### config.mk
export PLATFORM = sky130hd
export DESIGN_NAME = calc_cmd_sequencer
export DESIGN_NICKNAME = d
export VERILOG_FILES = /design/src/rtl/calc_cmd_sequencer.sv
export SDC_FILE = /design/constraint.sdc
export NUM_CORES = 1
export LEC_CHECK = 0
export BUFFER_PORTS_ARGS = -buffer_cell sky130_fd_sc_hd__buf_2
export CAP_MARGIN = 40
export CELL_PAD_IN_SITES_DETAIL_PLACEMENT = 1
export CELL_PAD_IN_SITES_GLOBAL_PLACEMENT = 2
export CORE_AREA = 2 2 79 111
export DETAILED_ROUTE_END_ITERATION = 10
export DIE_AREA = 0 0 81 113
export MAX_ROUTING_LAYER = met4
export PLACE_DENSITY = 0.69
export SYNTH_ARGS = -nofsm -noshare
export SYNTH_HDL_FRONTEND = slang
export SYNTH_SLANG_ARGS = --single-unit
### constraint.sdc
create_clock -name clk -period 1.94 [get_ports clk]
set_input_delay 0.097 -clock clk [delete_from_list [all_inputs] [get_ports clk]]
set_output_delay 0.097 -clock clk [all_outputs]
set_load 0.02 [all_outputs]
### src/rtl/calc_cmd_sequencer.sv
// Command sequencer for the 8-bit accumulator calculator: FIFO, issue FSM, result stream.
// Optional shadow accumulator check enabled by defining CALC_SEQ_SHADOW_CHECK_EN.
module calc_cmd_sequencer #(
    parameter int DEPTH = 4
) (
    input  logic       clk,
    input  logic       rst,
    input  logic       cmd_valid,
    output logic       cmd_ready,
    input  logic [2:0] cmd_op,
    input  logic [7:0] cmd_data,
    output logic [2:0] calc_codigo,
    output logic [7:0] calc_entrada,
    input  logic [7:0] calc_saida,
    output logic       res_valid,
    output logic [7:0] res_data,
    input  logic       res_ready,
    output logic       busy,
    output logic       err,
    output logic       mismatch
);

    localparam int AW = $clog2(DEPTH);
    localparam logic [AW:0] FULL_CNT = (AW+1)'(DEPTH);
    localparam logic [AW:0] CNT_ONE = (AW+1)'(1);
    localparam logic [AW-1:0] PTR_ONE = AW'(1);

    typedef enum logic [1:0] {
        S_IDLE,
        S_ISSUE,
        S_WAIT,
        S_RESP
    } state_t;

    logic [10:0]   mem [DEPTH];
    logic [AW-1:0] wr_ptr, rd_ptr;
    logic [AW:0]   count;
    logic          empty, full, push, pop, try_pop;
    logic [2:0]    head_op;
    logic [7:0]    head_data;

    state_t     state, state_n;
    logic [2:0] codigo_n;
    logic [7:0] entrada_n;
    logic [1:0] cur_op, cur_op_n;
    logic       res_valid_n, err_n;
    logic [7:0] res_data_n;

    assign empty     = (count == '0);
    assign full      = (count == FULL_CNT);
    assign cmd_ready = !full;
    assign push      = cmd_valid && !full;
    assign head_op   = mem[rd_ptr][10:8];
    assign head_data = mem[rd_ptr][7:0];
    assign busy      = !empty || (state != S_IDLE);

    always_ff @(posedge clk) begin
        if (push)
            mem[wr_ptr] <= {cmd_op, cmd_data};
    end

    always_ff @(posedge clk or posedge rst) begin
        if (rst) begin
            wr_ptr <= '0;
            rd_ptr <= '0;
            count  <= '0;
        end else begin
            if (push)
                wr_ptr <= wr_ptr + PTR_ONE;
            if (pop)
                rd_ptr <= rd_ptr + PTR_ONE;
            case ({push, pop})
                2'b10:   count <= count + CNT_ONE;
                2'b01:   count <= count - CNT_ONE;
                default: count <= count;
            endcase
        end
    end

    // Add/sub may chain straight into the next pop; display ops wait for saida.
    always_comb begin
        state_n     = state;
        codigo_n    = 3'b111;
        entrada_n   = '0;
        cur_op_n    = cur_op;
        res_valid_n = res_valid;
        res_data_n  = res_data;
        err_n       = err;
        try_pop     = 1'b0;
        pop         = 1'b0;
        case (state)
            S_IDLE: try_pop = !empty;
            S_ISSUE: begin
                if (cur_op[1] ^ cur_op[0]) begin
                    try_pop = !empty;
                    state_n = S_IDLE;
                end else begin
                    state_n = S_WAIT;
                end
            end
            S_WAIT: begin
                res_data_n  = calc_saida;
                res_valid_n = 1'b1;
                state_n     = S_RESP;
            end
            S_RESP: begin
                if (res_ready) begin
                    res_valid_n = 1'b0;
                    state_n     = S_IDLE;
                end
            end
            default: state_n = S_IDLE;
        endcase
        if (try_pop) begin
            pop = 1'b1;
            if (head_op[2]) begin
                err_n   = 1'b1;
                state_n = S_IDLE;
            end else begin
                codigo_n  = head_op;
                entrada_n = head_data;
                cur_op_n  = head_op[1:0];
                state_n   = S_ISSUE;
            end
        end
    end

    always_ff @(posedge clk or posedge rst) begin
        if (rst) begin
            state        <= S_IDLE;
            calc_codigo  <= 3'b111;
            calc_entrada <= '0;
            cur_op       <= '0;
            res_valid    <= 1'b0;
            res_data     <= '0;
            err          <= 1'b0;
        end else begin
            state        <= state_n;
            calc_codigo  <= codigo_n;
            calc_entrada <= entrada_n;
            cur_op       <= cur_op_n;
            res_valid    <= res_valid_n;
            res_data     <= res_data_n;
            err          <= err_n;
        end
    end

`ifdef CALC_SEQ_SHADOW_CHECK_EN
    logic [7:0] shadow, shadow_n;
    logic [7:0] cur_data, cur_data_n;
    logic [7:0] expect_val;
    logic       mism_r, mism_n;

    assign expect_val = (cur_op == 2'b11) ? shadow : cur_data;

    always_comb begin
        shadow_n   = shadow;
        cur_data_n = cur_data;
        mism_n     = mism_r;
        if (try_pop && !head_op[2]) begin
            cur_data_n = head_data;
            if (head_op == 3'b001)
                shadow_n = shadow + head_data;
            else if (head_op == 3'b010)
                shadow_n = shadow - head_data;
        end
        if (state == S_WAIT && calc_saida != expect_val)
            mism_n = 1'b1;
    end

    always_ff @(posedge clk or posedge rst) begin
        if (rst) begin
            shadow   <= '0;
            cur_data <= '0;
            mism_r   <= 1'b0;
        end else begin
            shadow   <= shadow_n;
            cur_data <= cur_data_n;
            mism_r   <= mism_n;
        end
    end

    assign mismatch = mism_r;
`else
    assign mismatch = 1'b0;
`endif

endmodule

==> run metrics <==
clk slew on worst S/H paths=0.05 ns; clock network latency to the later pin of the worst-skew pair=0.33 ns; Final Hold Vio Count=0; Max Cap Violations=0; die width=81 µm; full die area=9150 µm²; routability cong.=0.684; Util after Layout=0.474; largest net degree at the start of global routing=33; hold crit path type=input port to flop; minimum clock period=2.00 ns; 1st-iter DRT viols=46; total grt overflow=0; Synth Net Count=187; total number of vias=1,588; commonest non-fill, non-tap cell in the layout=buf_2; pwr dens=1670 nW/µm²; crit-path max cell delay=0.41 ns; Setup crit end=count[2]$_DFFE_PP0P_; syn_area_per_cell=18.6 µm²; TritonCTS Buffers=9; Cell Area, Synth=2930 µm²; r2r endpoint=count[2]$_DFFE_PP0P_; antenna-violating nets left=0; Final WS setup=-0.0616 ns; Synth Flop Type=edfxtp_1; Post-synth EDFFs=44; Avg WL per Cell=16.0 µm; Ports=47; Max FO, Critical Path=3; R2R setup slack=-0.06 ns; Top Family by Delay on Critical Path=simple AND/OR/NAND/NOR gates; worst path required time=2.18 ns; Worst Setup End Kind=flop; CORE AREA=8100 µm²; Die Ht=113 µm; detailed placement HPWL=3.73 mm; maximum VDD drop=0.666 mV; GRT Util Overall=0.141; layout cells sized above 1=0.455; WP depth=9; Mapped Cells=158; initial core utilization=0.362; CTS Buffer Depth=2; DRC Markers=0; CP Cell Sequence=or3b_4, and2_4, inv_4, ha_4, inv_2, fa_2, xor2_1, nor2_1, xor2_1; FFs w/ async S/R, synth=0.421; Yosys warnings=0; Slew HR=0.582; Worst Max-Slew Pin Slew=0.627 ns; reg2reg path depth=9; antenna violations before repair=0; WHS Path Cells=2; Critical Path Source Type=flop; Data arrival, critical path=2.25 ns; Synth cell types=30; upper clock frequency limit=0.500 GHz; failing checks=setup timing; CTS sink count=76; sequential share of the synthesized area=0.725; fill count=833; Slew Limit Fails=0; Total Power=6.43 mW; root buffer cell=clkbuf_16; drt pass-1 iters=4; area of the multi-input gates=761 µm²; H-tree depth=3; CTS tree=done; crit path from=count[1]$_DFFE_PP0P_; Setup Skew=0.00663 ns; Tcrit/Tclk final=1.03; category of the most critical setup path=flop to flop; status=finished, violations left; vias in the first global route=1,756; Synth-to-Final Area Change=30.9%; most frequent cells in the layout=buf_2, edfxtp_1, dfrtp_1, dlygate4sd3_1, buf_4; cell count after placement=313; drt total wl=5.57 mm; leakage=1.58 nW; PortBufs=45; #FFs+latches synth=76; Fin Hold WS=0.0131 ns; sequential cell area=2130 µm²; RR Startpoint=count[1]$_DFFE_PP0P_; most used cell, CP=xor2_1; CP Buf/Inv Count=2; post-route insts no fill=348; Layout Nets=270; Vias per Instance=4.56; FP Rows=39; first-pass GRT wire length=8.97 mm; unrepaired setup endpoints after global routing=true; Inserted Diodes=0; slowest CP cell=or3b_4; Final Setup Violations=1
==> power breakdown <==
part / switching (mW) / total [mW] / leakage, nW / internal, mW
combinational: 1.20 / 2.35 / 0.662 / 1.14
sequential: 0.202 / 2.48 / 0.787 / 2.27
clock: 0.608 / 1.60 / 0.137 / 0.996
==> cells in the mapped netlist, types with 2 or more instances <==
master	instances	area, µm²
and2b_2	6	52.6
ha_1	5	62.6
nand2_1	6	22.5
nor2_1	2	7.51
inv_1	8	30.0
buf_4	2	15.0
a21o_1	2	15.0
edfxtp_1	44	1320
xor2_1	3	26.3
nor2b_1	3	18.8
dfstp_2	3	78.8
or2_1	2	12.5
mux4_2	11	248
and3_1	4	25.0
xnor2_1	4	35.0
mux2_2	11	124
dfrtp_1	29	726
==> worst reg2reg max path, cell delays in order, from the launching register on <==
cell and delay, ns:
dfrtp_1 0.40, or3b_4 0.41, and2_4 0.16, inv_4 0.05, ha_4 0.12, inv_2 0.03
fa_2 0.32, xor2_1 0.14, nor2_1 0.12, xor2_1 0.16
==> timing repair <==
action / in CTS / in global routing
hold buffers: 16 / 0
buffers inserted: 1 / 2
resized for setup: 0 / 1
pin swaps: 3 / 3
setup endpoints to repair: 1 / 7
hold endpoints to repair: 77 / 0
==> kinds of logic (layout without fill, tap and decap cells) <==
logic type	after synthesis	after routing	synth area share
DFF	76	76	0.725
adders and majority gates	6	6	0.0281
xor gates and xnor gates	7	7	0.0209
and+or+nand+nor	26	26	0.0542
other	1	1	0.00128
buffers and inverters	13	101	0.0247
AOI/OAI and AO/OA	6	6	0.0162
muxes	23	23	0.130
==> per-stage QoR <==
step / setup TNS (ns) / setup slack, ns / area [µm²]
finish: -0.0616 / -0.0616 / 3840
global route: -0.187 / -0.187 / 3840
CTS: -0.0715 / -0.0715 / 3820
detailed placement: -0.0799 / -0.0799 / 3370
global placement: -0.0431 / -0.0431 / 3370
floorplan: -0.0865 / -0.0865 / 2960
==> sequential cells by signal, summed over array words and instances, names as in the netlist <==
signal        cells
res_data          8
rd_ptr            2
wr_ptr            2
count             3
calc_entrada      8
err               1
cur_op            2
res_valid         1
calc_codigo       3
state             2
mem              44
==> cell type report <==
| class | instances | area share |
|---|---|---|
| Tap cell | 102 | 0.0332 |
| Clock inverter | 4 | 0.0134 |
| Timing Repair Buffer | 77 | 0.132 |
| Inverter | 8 | 0.00847 |
| Sequential cell | 76 | 0.554 |
| Multi-Input combinational cell | 69 | 0.198 |
| Clock buffer | 12 | 0.0616 |
==> worst min-delay path by stage <==
stage | from | to | slack [ns]
after floorplan | cmd_data[0] | mem[0][0]$_DFFE_PP_ | 0.20
after global placement | rst | calc_entrada[3]$_DFF_PP0_ | 0.21
after detailed placement | rst | calc_entrada[3]$_DFF_PP0_ | 0.21
after CTS | calc_saida[2] | res_data[2]$_DFFE_PP0P_ | 0.002
after global routing | calc_saida[2] | res_data[2]$_DFFE_PP0P_ | 0.02
final | calc_saida[2] | res_data[2]$_DFFE_PP0P_ | 0.01
==> routing by layer <==
layer / track usage / vias to the layer above / part of all wire
met5: - / - / 0
met4: 0.0780 / 0 / 0.022
met3: 0.0271 / 12 / 0.043
met2: 0.237 / 43 / 0.56
met1: 0.153 / 795 / 0.37
li1: - / 738 / -
Power figures use the tool's default switching activity.
